$ cat config.mk
export PLATFORM = sky130hd
export DESIGN_NAME = dds_sweep_ctrl
export DESIGN_NICKNAME = d
export VERILOG_FILES = /design/src/rtl/dds_sweep_ctrl.sv
export SDC_FILE = /design/constraint.sdc
export NUM_CORES = 1
export LEC_CHECK = 0
export ABC_AREA = 1
export BUFFER_PORTS_ARGS = -buffer_cell sky130_fd_sc_hd__buf_2
export CORE_ASPECT_RATIO = 0.5
export CORE_UTILIZATION = 55
export DETAILED_ROUTE_END_ITERATION = 8
export PLACE_DENSITY = 0.8
export SLEW_MARGIN = 20
export SYNTH_ARGS = -nofsm -noshare
export SYNTH_HDL_FRONTEND = slang
export SYNTH_SLANG_ARGS = --single-unit
$ cat constraint.sdc
create_clock -name clk -period 3.4 [get_ports clk]
set_input_delay 0.34 -clock clk [delete_from_list [all_inputs] [get_ports clk]]
set_output_delay 0.34 -clock clk [all_outputs]
set_load 0.02 [all_outputs]
$ cat src/rtl/dds_sweep_ctrl.sv
// Stepped linear frequency sweep sequencer for the DDS phase-accumulator core.
// Holds a shadow copy of the sweep configuration and paces fcword/pcword updates by a dwell counter.
module dds_sweep_ctrl #(
  parameter int FW = 32,
  parameter int PW = 12,
  parameter int DW = 24
) (
  input  logic          clk,
  input  logic          rst,
  input  logic          cfg_valid,
  output logic          cfg_ready,
  input  logic [FW-1:0] cfg_f_start,
  input  logic [FW-1:0] cfg_f_stop,
  input  logic [FW-1:0] cfg_f_step,
  input  logic [DW-1:0] cfg_dwell,
  input  logic [PW-1:0] cfg_phase,
  input  logic [1:0]    cfg_mode,
  input  logic          start,
  input  logic          abort,
  output logic [FW-1:0] fcword,
  output logic [PW-1:0] pcword,
  output logic          fc_upd,
  output logic          busy,
  output logic          done,
  output logic [15:0]   pass_cnt
);

  typedef enum logic [0:0] {ST_IDLE = 1'b0, ST_RUN = 1'b1} state_t;

  localparam logic [1:0] MODE_SAW = 2'd1;
  localparam logic [1:0] MODE_TRI = 2'd2;

  state_t        state_r;
  logic          dir_down_r;
  logic [DW-1:0] dwell_cnt_r;
  logic          cfg_loaded_r;
  logic          cfg_ready_r;
  logic [FW-1:0] f_start_r;
  logic [FW-1:0] f_stop_r;
  logic [FW-1:0] f_step_r;
  logic [DW-1:0] dwell_r;
  logic [PW-1:0] phase_r;
  logic [1:0]    mode_r;
  logic [FW-1:0] fcword_r;
  logic [PW-1:0] pcword_r;
  logic          fc_upd_r;
  logic          busy_r;
  logic          done_r;
  logic [15:0]   pass_cnt_r;

  logic          hs_s;
  logic [FW-1:0] ent_f_start_s;
  logic [PW-1:0] ent_phase_s;
  logic [DW-1:0] ent_dwell_s;
  logic [FW:0]   sum_s;
  logic [FW:0]   diff_s;
  logic [FW-1:0] up_next_s;
  logic [FW-1:0] down_next_s;
  logic          degen_s;
  logic          pass_end_s;
  logic          finish_s;
  logic          flip_s;
  logic          upd_s;
  logic [FW-1:0] nxt_fc_s;

  assign hs_s = cfg_valid & cfg_ready_r;

  // A config accepted in the same cycle as start is the one the sweep begins with.
  always_comb begin
    if (hs_s) begin
      ent_f_start_s = cfg_f_start;
      ent_phase_s   = cfg_phase;
      ent_dwell_s   = cfg_dwell;
    end else begin
      ent_f_start_s = f_start_r;
      ent_phase_s   = phase_r;
      ent_dwell_s   = dwell_r;
    end
  end

  // Saturating next-step values; the extra MSB catches carry/borrow so nothing wraps.
  always_comb begin
    sum_s   = {1'b0, fcword_r} + {1'b0, f_step_r};
    diff_s  = {1'b0, fcword_r} - {1'b0, f_step_r};
    degen_s = (f_step_r == {FW{1'b0}}) || (f_start_r >= f_stop_r);
    if (sum_s[FW] || (sum_s[FW-1:0] > f_stop_r)) begin
      up_next_s = f_stop_r;
    end else begin
      up_next_s = sum_s[FW-1:0];
    end
    if (diff_s[FW] || (diff_s[FW-1:0] < f_start_r)) begin
      down_next_s = f_start_r;
    end else begin
      down_next_s = diff_s[FW-1:0];
    end
  end

  // Step decision applied at each dwell expiry.
  always_comb begin
    pass_end_s = 1'b0;
    finish_s   = 1'b0;
    flip_s     = 1'b0;
    upd_s      = 1'b0;
    nxt_fc_s   = fcword_r;
    if (degen_s) begin
      pass_end_s = 1'b1;
      case (mode_r)
        MODE_SAW: finish_s = 1'b0;
        MODE_TRI: finish_s = 1'b0;
        default:  finish_s = 1'b1;
      endcase
    end else if (!dir_down_r) begin
      if (fcword_r == f_stop_r) begin
        pass_end_s = 1'b1;
        case (mode_r)
          MODE_SAW: begin
            nxt_fc_s = f_start_r;
            upd_s    = 1'b1;
          end
          MODE_TRI: begin
            flip_s   = 1'b1;
            nxt_fc_s = down_next_s;
            upd_s    = 1'b1;
          end
          default: finish_s = 1'b1;
        endcase
      end else begin
        nxt_fc_s = up_next_s;
        upd_s    = 1'b1;
      end
    end else begin
      if (fcword_r == f_start_r) begin
        pass_end_s = 1'b1;
        case (mode_r)
          MODE_TRI: begin
            flip_s   = 1'b1;
            nxt_fc_s = up_next_s;
            upd_s    = 1'b1;
          end
          default: finish_s = 1'b1;
        endcase
      end else begin
        nxt_fc_s = down_next_s;
        upd_s    = 1'b1;
      end
    end
  end

  // Sweep FSM, shadow config registers and all registered outputs.
  always_ff @(posedge clk) begin
    if (rst) begin
      state_r      <= ST_IDLE;
      dir_down_r   <= 1'b0;
      dwell_cnt_r  <= {DW{1'b0}};
      cfg_loaded_r <= 1'b0;
      cfg_ready_r  <= 1'b1;
      f_start_r    <= {FW{1'b0}};
      f_stop_r     <= {FW{1'b0}};
      f_step_r     <= {FW{1'b0}};
      dwell_r      <= {DW{1'b0}};
      phase_r      <= {PW{1'b0}};
      mode_r       <= 2'd0;
      fcword_r     <= {FW{1'b0}};
      pcword_r     <= {PW{1'b0}};
      fc_upd_r     <= 1'b0;
      busy_r       <= 1'b0;
      done_r       <= 1'b0;
      pass_cnt_r   <= 16'd0;
    end else begin
      fc_upd_r <= 1'b0;
      done_r   <= 1'b0;
      case (state_r)
        ST_IDLE: begin
          if (hs_s) begin
            f_start_r    <= cfg_f_start;
            f_stop_r     <= cfg_f_stop;
            f_step_r     <= cfg_f_step;
            dwell_r      <= cfg_dwell;
            phase_r      <= cfg_phase;
            mode_r       <= cfg_mode;
            cfg_loaded_r <= 1'b1;
          end
          if (start && !abort && cfg_loaded_r) begin
            state_r     <= ST_RUN;
            fcword_r    <= ent_f_start_s;
            pcword_r    <= ent_phase_s;
            fc_upd_r    <= 1'b1;
            dir_down_r  <= 1'b0;
            dwell_cnt_r <= ent_dwell_s;
            pass_cnt_r  <= 16'd0;
            busy_r      <= 1'b1;
            cfg_ready_r <= 1'b0;
          end
        end
        ST_RUN: begin
          if (abort) begin
            state_r     <= ST_IDLE;
            busy_r      <= 1'b0;
            cfg_ready_r <= 1'b1;
          end else if (dwell_cnt_r == {DW{1'b0}}) begin
            dwell_cnt_r <= dwell_r;
            fcword_r    <= nxt_fc_s;
            fc_upd_r    <= upd_s;
            if (pass_end_s) begin
              pass_cnt_r <= pass_cnt_r + 16'd1;
            end
            if (flip_s) begin
              dir_down_r <= ~dir_down_r;
            end
            if (finish_s) begin
              state_r     <= ST_IDLE;
              done_r      <= 1'b1;
              busy_r      <= 1'b0;
              cfg_ready_r <= 1'b1;
            end
          end else begin
            dwell_cnt_r <= dwell_cnt_r - DW'(1);
          end
        end
        default: begin
          state_r     <= ST_IDLE;
          busy_r      <= 1'b0;
          cfg_ready_r <= 1'b1;
        end
      endcase
    end
  end

  assign cfg_ready = cfg_ready_r;
  assign fcword    = fcword_r;
  assign pcword    = pcword_r;
  assign fc_upd    = fc_upd_r;
  assign busy      = busy_r;
  assign done      = done_r;
  assign pass_cnt  = pass_cnt_r;

endmodule

==> results.txt <==
Post-synthesis sequential area ratio -> 0.2176
Yosys reg bits -> 225
Final period utilization -> 1.193
Die width -> 276.3 um
Fraction of registers with async set or reset after synthesis -> 0
Clock Tree Root -> clkbuf_16
Crit path DAT -> 4.54 ns
RSZ-0062 raised after global routing -> yes
Most common cell after layout, fill and taps aside -> nand2_1
Crit end category -> flip-flop
Hold Vio Cnt, Final -> 0
NetSw -> 6.366 mW
Sw Share -> 0.4537
Initial DRC Count -> 4099
# fillers -> 2755
Core area -> 0.03648 mm^2
Internal power -> 7.664 mW
Routed len/inst -> 21.61 um
Avg Cell Area, Syn -> 5.828 um^2
Number of buffers created by CTS -> 24
Area delta synth->final -> 37.37%
Register clock-pin slew on the reported worst setup and hold paths -> 0.07 ns
Critical setup path kind -> reg -> reg
Setup WS pre-CTS -> -1.070 ns
Ports -> 203
GRT Total Usage -> 0.4869
HP Class -> in -> reg
Initial antenna violation count -> 0
DR DRC count -> 0
Final GP Congestion -> 1.134
Tightest Pin Transition -> 1.042 ns
Hpwl dp -> 72520 um
Netlist Area Pre-Place -> 0.02070 mm^2
Post-synth EDFFs -> 0
Gr ovfl total -> 0
Vias per std cell -> 5.988
Failing checks -> negative setup slack
Share of layout cells above drive strength 1 -> 0.3004
Max IR drop VDD -> 0.4123 mV
Leak Pwr -> 13.97 nW
Sequential share of power -> 0.223
Synth Flop Type -> dfxtp_1
Routed Antenna Nets -> 0
Pwr/cell area -> 493.5 mW/mm^2
Minimum clock period after layout -> 4.057 ns
Setup violators final -> 32
Initial Utilization -> 0.5673
Max-Cap Viols -> 0
Distinct cell type count after synthesis -> 47
IO Port Bufs -> 202
First-pass GRT wire length -> 144800 um
CP required -> 3.89 ns
Setup WS post-layout -> -0.6568 ns
TritonRoute pass-1 iters -> 7
Mapped Cells -> 3551
Crit start category -> flip-flop
Vias in the first global route -> 25140
DIE HEIGHT -> 139.2 um
Highest-count cells in the layout ignoring fill and taps -> nand2_1, buf_4, inv_1
Total Nets Final -> 4375
Gate power share -> 0.561
CTS Sinks -> 225
Via Count -> 27390
H-tree depth -> 1
Max-slew violation count -> 0
Largest net degree at the start of global routing -> 79
WL final -> 98830 um
Clk network pwr share -> 0.216
Clk Latency, worst-skew pair -> 0.59 ns
F_max -> 246.5 MHz
Yosys warns -> 0
Pwr Total -> 14.03 mW
Net Count, Synth -> 3856
Status -> finished, violations left
Num rows -> 49
Max_slew headroom -> 0.3054
Max Buffers Root-to-Sink -> 3
CTS tree -> done
Fin Hold WS -> 0.001768 ns
Clock skew -> 0.02470 ns
Crit Path Max Fanout -> 6
Die area -> 0.03846 mm^2
==> through the flow <==
stage | instance area (um^2) | utilization | std cells | setup TNS (ns)
detailed placement | 24830 | 0.6805 | 4480 | -24.78
finish | 28430 | 0.7794 | 4573 | -17.12
global placement | 24830 | 0.6805 | 4480 | -22.62
global route | 28430 | 0.7793 | 4572 | -21.48
floorplan | 20720 | - | 3551 | 0
CTS | 27240 | 0.7468 | 4559 | -11.90
==> cells in the mapped netlist (11+ instances only) <==
master      n  share of area
a21oi_1   336          0.081
a31oi_1    37          0.011
buf_1      17         0.0031
buf_2      39         0.0094
buf_4      11         0.0040
clkbuf_1   88          0.016
dfxtp_1   225           0.22
ha_1      164          0.099
inv_1     404          0.073
inv_2      55          0.010
nand2_1   984           0.18
nand3_1   320          0.077
nand4_1    47          0.014
nor2_1    388          0.070
nor2_2     11         0.0033
nor3_1     41         0.0099
o211ai_1   11         0.0040
o21ai_0   203          0.049
xor2_1     61          0.026
==> layer usage <==
metal | global-route usage | up-vias | share of wire
li1 | - | 12510 | -
met1 | 0.6535 | 12580 | 0.39
met2 | 0.6991 | 1966 | 0.40
met3 | 0.2003 | 328 | 0.17
met4 | 0.1576 | 2 | 0.036
met5 | 0.02320 | - | 0.0013
==> state kept, by name, indices dropped and copies added (netlist names) <==
register      flops
cfg_loaded_r      1
dwell_cnt_r      24
f_stop_r         32
fc_upd            1
pcword           12
fcword           32
done              1
state_r           1
f_start_r        32
mode_r            2
dwell_r          24
dir_down_r        1
busy              1
cfg_ready         1
phase_r          12
f_step_r         32
pass_cnt         16
==> area by class of cell <==
| type | instances | area, um^2 | share of cell area |
|---|---|---|---|
| well taps | 484 | 605.6 | 0.02130 |
| inverters | 466 | 1762 | 0.06196 |
| multi-input cells | 2697 | 15810 | 0.5560 |
| clock inverters | 13 | 207.7 | 0.007305 |
| diodes | 1 | 2.502 | 0.00008802 |
| clock buffers | 31 | 646.9 | 0.02275 |
| repair buffers | 656 | 4791 | 0.1685 |
| flip-flops and latches | 225 | 4608 | 0.1621 |
==> timing repair <==
item / 4_1_cts / 5_1_grt
cloned: 1 / 1
endpoints found under the hold margin: 1 / 0
hold buffers: 1 / 0
pin swaps: 106 / 109
resized for setup: 323 / 256
setup buffers: 35 / 17
endpoints found under the setup margin: 32 / 32
==> critical path: stages, from the launching register on <==
cell      delay [ns]
dfxtp_4         0.39
ha_4            0.19
fa_2            0.39
nand2_2         0.10
nand2_2         0.06
nand3_2         0.06
nand2_2         0.07
buf_4           0.15
xnor2_1         0.13
buf_4           0.17
ha_1            0.27
nand2_1         0.07
nor2_2          0.11
nand4_1         0.35
nand3b_1        0.33
nand2_4         0.13
nand2_4         0.06
buf_12          0.15
buf_6           0.12
nand2_1         0.05
nand3_1         0.16
nand3_1         0.12
nand2_1         0.10
nor2_1          0.14
nor2_1          0.06
==> logic make-up after synthesis <==
logic type | count (synthesis) | synth area share
simple gates | 1834 | 0.3708
buf+inv | 630 | 0.1220
compound gates | 626 | 0.1589
flops | 225 | 0.2176
fa+ha+maj | 166 | 0.1011
xor+xnor | 70 | 0.02962
==> power groups by stage <==
stage	combinational, mW	sequential, mW	clock [mW]
final	7.88	3.13	3.03
after global routing	8.27	3.14	3.10
after CTS	6.79	3.09	2.98
after detailed placement	5.99	3.13	0
after global placement	5.90	3.13	0
after floorplan	3.32	3.11	0
==> worst paths after layout <==
kind,startpoint,end,slack (ns),cells after the start
worst max-delay path,fcword[0]$_SDFFE_PP0P_,fcword[31]$_SDFFE_PP0P_,-0.66,24
worst min-delay path,cfg_phase[4],phase_r[4]$_SDFFE_PP0N_,0.002,3
worst max register to register,fcword[0]$_SDFFE_PP0P_,fcword[31]$_SDFFE_PP0P_,-0.66,24
worst min register to register,dwell_r[14]$_SDFFE_PP0N_,dwell_r[14]$_SDFFE_PP0N_,0.48,2
No activity file was read; power rests on OpenSTA's default activity.
